--- config.mk ---
export PLATFORM = sky130hd
export DESIGN_NAME = fifo_wr_arbiter
export DESIGN_NICKNAME = d
export VERILOG_FILES = /design/src/rtl/fifo_wr_arbiter.sv
export SDC_FILE = /design/constraint.sdc
export NUM_CORES = 1
export LEC_CHECK = 0
export BUFFER_PORTS_ARGS = -buffer_cell sky130_fd_sc_hd__buf_4
export CAP_MARGIN = 15
export CORE_MARGIN = 1.5
export CORE_UTILIZATION = 51
export CTS_CLUSTER_SIZE = 25
export DETAILED_ROUTE_END_ITERATION = 12
export GPL_TIMING_DRIVEN = 0
export PLACE_DENSITY = 0.88
export RECOVER_POWER = 100
export SLEW_MARGIN = 5
export SYNTH_ARGS = -nofsm -noshare
export SYNTH_HDL_FRONTEND = slang
export SYNTH_SLANG_ARGS = --single-unit
--- constraint.sdc ---
create_clock -name clk -period 3.5 [get_ports clk]
set_input_delay 0.525 -clock clk [delete_from_list [all_inputs] [get_ports clk]]
set_output_delay 0.525 -clock clk [all_outputs]
set_load 0.005 [all_outputs]
--- src/rtl/fifo_wr_arbiter.sv ---
// Round-robin arbiter that merges num_req requesters onto one FIFO write port and tracks FIFO occupancy.
// Latency: grant is combinational; w_en/data_in follow one cycle after the transfer. Backpressure: no grants while full.
module fifo_wr_arbiter #(
    parameter int data_width = 4,
    parameter int num_req    = 4,
    parameter int mem_width  = 3
) (
    input  logic                          clk,
    input  logic                          rst,
    input  logic [num_req-1:0]            req,
    input  logic [num_req*data_width-1:0] req_data,
    output logic [num_req-1:0]            gnt,
    output logic                          w_en,
    output logic [data_width-1:0]         data_in,
    input  logic                          r_pop,
    output logic [1:0]                    count,
    output logic                          mem_full,
    output logic                          underflow_err
);
    localparam int IDX_W = (num_req > 1) ? $clog2(num_req) : 1;
    localparam logic [1:0] FULL_CNT = 2'(mem_width);
    localparam logic [IDX_W-1:0] LAST_RST = IDX_W'(num_req - 1);

    logic [IDX_W-1:0]      last_q, win;
    logic [1:0]            count_q, count_d;
    logic                  full_q, err_q, err_d;
    logic                  w_en_q;
    logic [data_width-1:0] data_q;
    logic                  xfer;
    int                    idx;

    // Search starts just after the last winner and wraps; the first active requester wins.
    always_comb begin
        gnt  = '0;
        win  = last_q;
        xfer = 1'b0;
        idx  = 0;
        if (!rst && !full_q) begin
            for (int k = 1; k <= num_req; k++) begin
                idx = (int'(last_q) + k) % num_req;
                if (!xfer && req[idx]) begin
                    xfer     = 1'b1;
                    gnt[idx] = 1'b1;
                    win      = IDX_W'(idx);
                end
            end
        end
    end

    always_comb begin
        count_d = count_q;
        err_d   = err_q;
        if (r_pop && count_q == 2'd0)
            err_d = 1'b1;
        if (xfer && !r_pop)
            count_d = count_q + 2'd1;
        else if (!xfer && r_pop && count_q != 2'd0)
            count_d = count_q - 2'd1;
    end

    always_ff @(posedge clk) begin
        if (rst) begin
            count_q <= '0;
            full_q  <= 1'b0;
            err_q   <= 1'b0;
            w_en_q  <= 1'b0;
            data_q  <= '0;
            last_q  <= LAST_RST;
        end else begin
            count_q <= count_d;
            full_q  <= (count_d == FULL_CNT);
            err_q   <= err_d;
            w_en_q  <= xfer;
            if (xfer) begin
                data_q <= req_data[int'(win)*data_width +: data_width];
                last_q <= win;
            end
        end
    end

    assign w_en          = w_en_q;
    assign data_in       = data_q;
    assign count         = count_q;
    assign mem_full      = full_q;
    assign underflow_err = err_q;
endmodule
==> metrics <==
status finished clean; RR Endpoint data_in[0]; Wirelength per Cell 14.88 µm; Synth Warn # 0; Reg area 221.5 µm²; Post-DP Area 1496 µm²; post-synthesis xor/xnor area fraction 0.7307%; hold path depth 2; die height 51.48 µm; Setup crit end kind output port; IO Count 36; Vias/cell 6.115; Reg2Reg Setup Slack 0.31 ns; P_leak 0.6571 nW; area of the multi-input gates 913.4 µm²; final hold violation count 0; TritonCTS clock tree done; first-pass GRT wire length 5388 µm; PwrDens 671.3 nW/µm²; vias in the first global route 1347; Synth Area in Adders 9.395%; Slew @ Worst Pin 1.065 ns; unrepaired setup endpoints after global routing false; drt total wl 3377 µm; final setup violation count 0; largest net degree at the start of global routing 14; total power 1.028 mW; fmax 296.6 MHz; hold_sp underflow_err; main flop type after synthesis dfxtp_1; Remaining DRCs 0; first-pass iteration count of the detailed router 4; Compound-Gate Fraction of Synth Area 25.99%; Final Skew 0.002041 ns; EDFF count, synth 0; Clk Latency, worst-skew pair 0.27 ns; simple-gate share of the synthesized area 29.75%; total negative slack 0 ns; clock period minus worst slack 3.371 ns; Die Wd 51.48 µm; post-synthesis area per instance 7.539 µm²; Worst Path Required 2.97 ns; mux share of post-synthesis cell area 10.33%; layout cells sized above 1 27.14%; busiest grt layer met2; Max Buffers Root-to-Sink 2; Critical Path AT 2.85 ns; NumNets Final 232; cell taking the most area after synthesis dfxtp_1; clk sinks 11; GRT Total Usage 26.74%; largest family of logic cells by synthesized area simple AND/OR/NAND/NOR gates; Fill cells 192; post-synth top area share 18.37%; Detailed Route Iter0 Violations 48; M1 GR Usage 26.70%; max_slew headroom 28.04%; core box area 2212 µm²; cell area after synthesis 1199 µm²; starting density of the core 54.19%; post-layout instance area 1531 µm²; Worst Setup Path Type reg -> out; Max-Cap Viols 0; die area 2650 µm²; area grow syn2layout 27.77%; critical-path maximum fanout 13; clk root buf clkbuf_4; Clock transition at path regs 0.07 ns; Seq/Total Area, Yosys 18.37%; initial antenna violation count 0; worst vdd ir 0.4724 mV; H-Tree Depth 1; met2 Usage GRT 52.56%; CTS Buf Count 3; RR Startpoint last_q[0]; met3 usage 5.263%; Final ANT Viol Nets 0; RePlAce Congestion 0.8418; # rows 17; fin crit share 96.33%; Net Count, Synth 191; largest cells by area after synthesis dfxtp_1 (18%), nand2_1 (13%), a21oi_1 (11%), ha_1 (9.4%), nor3_1 (3.8%); Reg2Reg Depth 10; Max Slew Vio Count 0; Hold Path End underflow_err; post-synthesis register bit count 11; crit path launch last_q[0]; Worst setup SP type flip-flop; DP HPWL 2623 µm; Cells after Synth 159; vias 1388; Tightest Hold Check Type reg -> reg; GRT overflow 0; I/O Buffers 35; Distinct cells, synth 38; Post-synth ARST share 0%; antenna cell count 0
-- synthesized netlist by cell type, types with 2 or more instances --
cell	count
buf_6	2
inv_1	4
nor2_1	8
dfxtp_1	11
mux2i_1	3
mux4_2	2
a21oi_1	26
nand2_1	40
nor3_1	9
a222oi_1	4
mux2_2	2
ha_1	9
nand3b_1	5
o21ai_0	3
clkbuf_1	5
o31ai_1	3
nor2b_1	2
-- cell usage in the layout, fill, tap and decap left out, types with 2 or more instances in the layout --
master,n
nand2_1,40
a21oi_1,26
buf_4,23
clkbuf_4,15
dfxtp_1,10
nor3_1,9
ha_1,9
nor2_1,8
clkbuf_1,7
nand3b_1,5
inv_1,4
a222oi_1,4
o21ai_0,3
mux2i_1,3
o31ai_1,3
buf_6,2
mux4_2,2
mux2_2,2
nor2b_1,2
-- repair_timing --
| item | in CTS | in global routing |
|---|---|---|
| setup endpoints to repair | 4 | 7 |
| hold buffers | 0 | 0 |
| resized for setup | 2 | 2 |
| buffers inserted | 1 | 0 |
| pin swaps | 0 | 0 |
-- sequential cells by signal (all words and copies together), names as in the netlist --
| signal | flops |
|---|---|
| underflow_err | 1 |
| mem_full | 1 |
| w_en | 1 |
| count | 2 |
| last_q | 2 |
| data_in | 4 |
-- how the worst max path moves through the flow --
stage                             to  slack [ns]  cells past startpoint
after CTS                     gnt[3]        0.02                      9
after detailed placement  data_in[2]        0.09                     10
after global placement    data_in[3]        0.22                     10
after global routing          gnt[2]       0.009                      9
final                         gnt[1]        0.13                      9
after floorplan           data_in[1]        0.62                     10
-- kinds of logic after synthesis --
group	after synthesis
adders and majority gates	9
buffers and inverters	13
and+or+nand+nor	72
xor gates and xnor gates	1
AOI/OAI and AO/OA	45
muxes	8
DFF	11
-- critical path: stages, from the launching register on --
cell and delay [ns]:
dfxtp_2 0.39, buf_6 0.17, clkinvlp_4 0.18, clkbuf_4 0.25
ha_1 0.40, mux4_2 0.43, nor3b_4 0.32, a222oi_1 0.15
a21oi_1 0.14, clkbuf_4 0.14
-- layer usage --
layer	wire, µm	vias up
met1	1336	652
met4	85	0
li1	-	663
met2	1778	63
met3	177	10
met5	0	-
-- layout make-up --
class / count / share of cell area [%]
Buffer: 8 / 3.268
Timing Repair Buffer: 36 / 17.16
Clock buffer: 4 / 1.716
Sequential cell: 11 / 14.46
Tap cell: 28 / 2.288
Multi-Input combinational cell: 135 / 59.64
Inverter: 5 / 1.471
-- stage by stage --
step	hold slack (ns)	setup slack (ns)	instances	util, %
2_1_floorplan	0.4604	0.6200	159	-
3_3_place_gp	0.4541	0.2220	222	67.65
3_5_place_dp	0.4705	0.08696	222	67.65
4_1_cts	0.4898	0.02022	227	69.34
5_1_grt	0.5251	0.009285	227	69.23
6_report	0.4763	0.1286	227	69.23
-- report_power, final --
group / internal (mW) / switching, mW
registers: 0.167 / 0.0309
logic: 0.329 / 0.412
clock network: 0.0442 / 0.0447
Power figures use the tool's default switching activity.
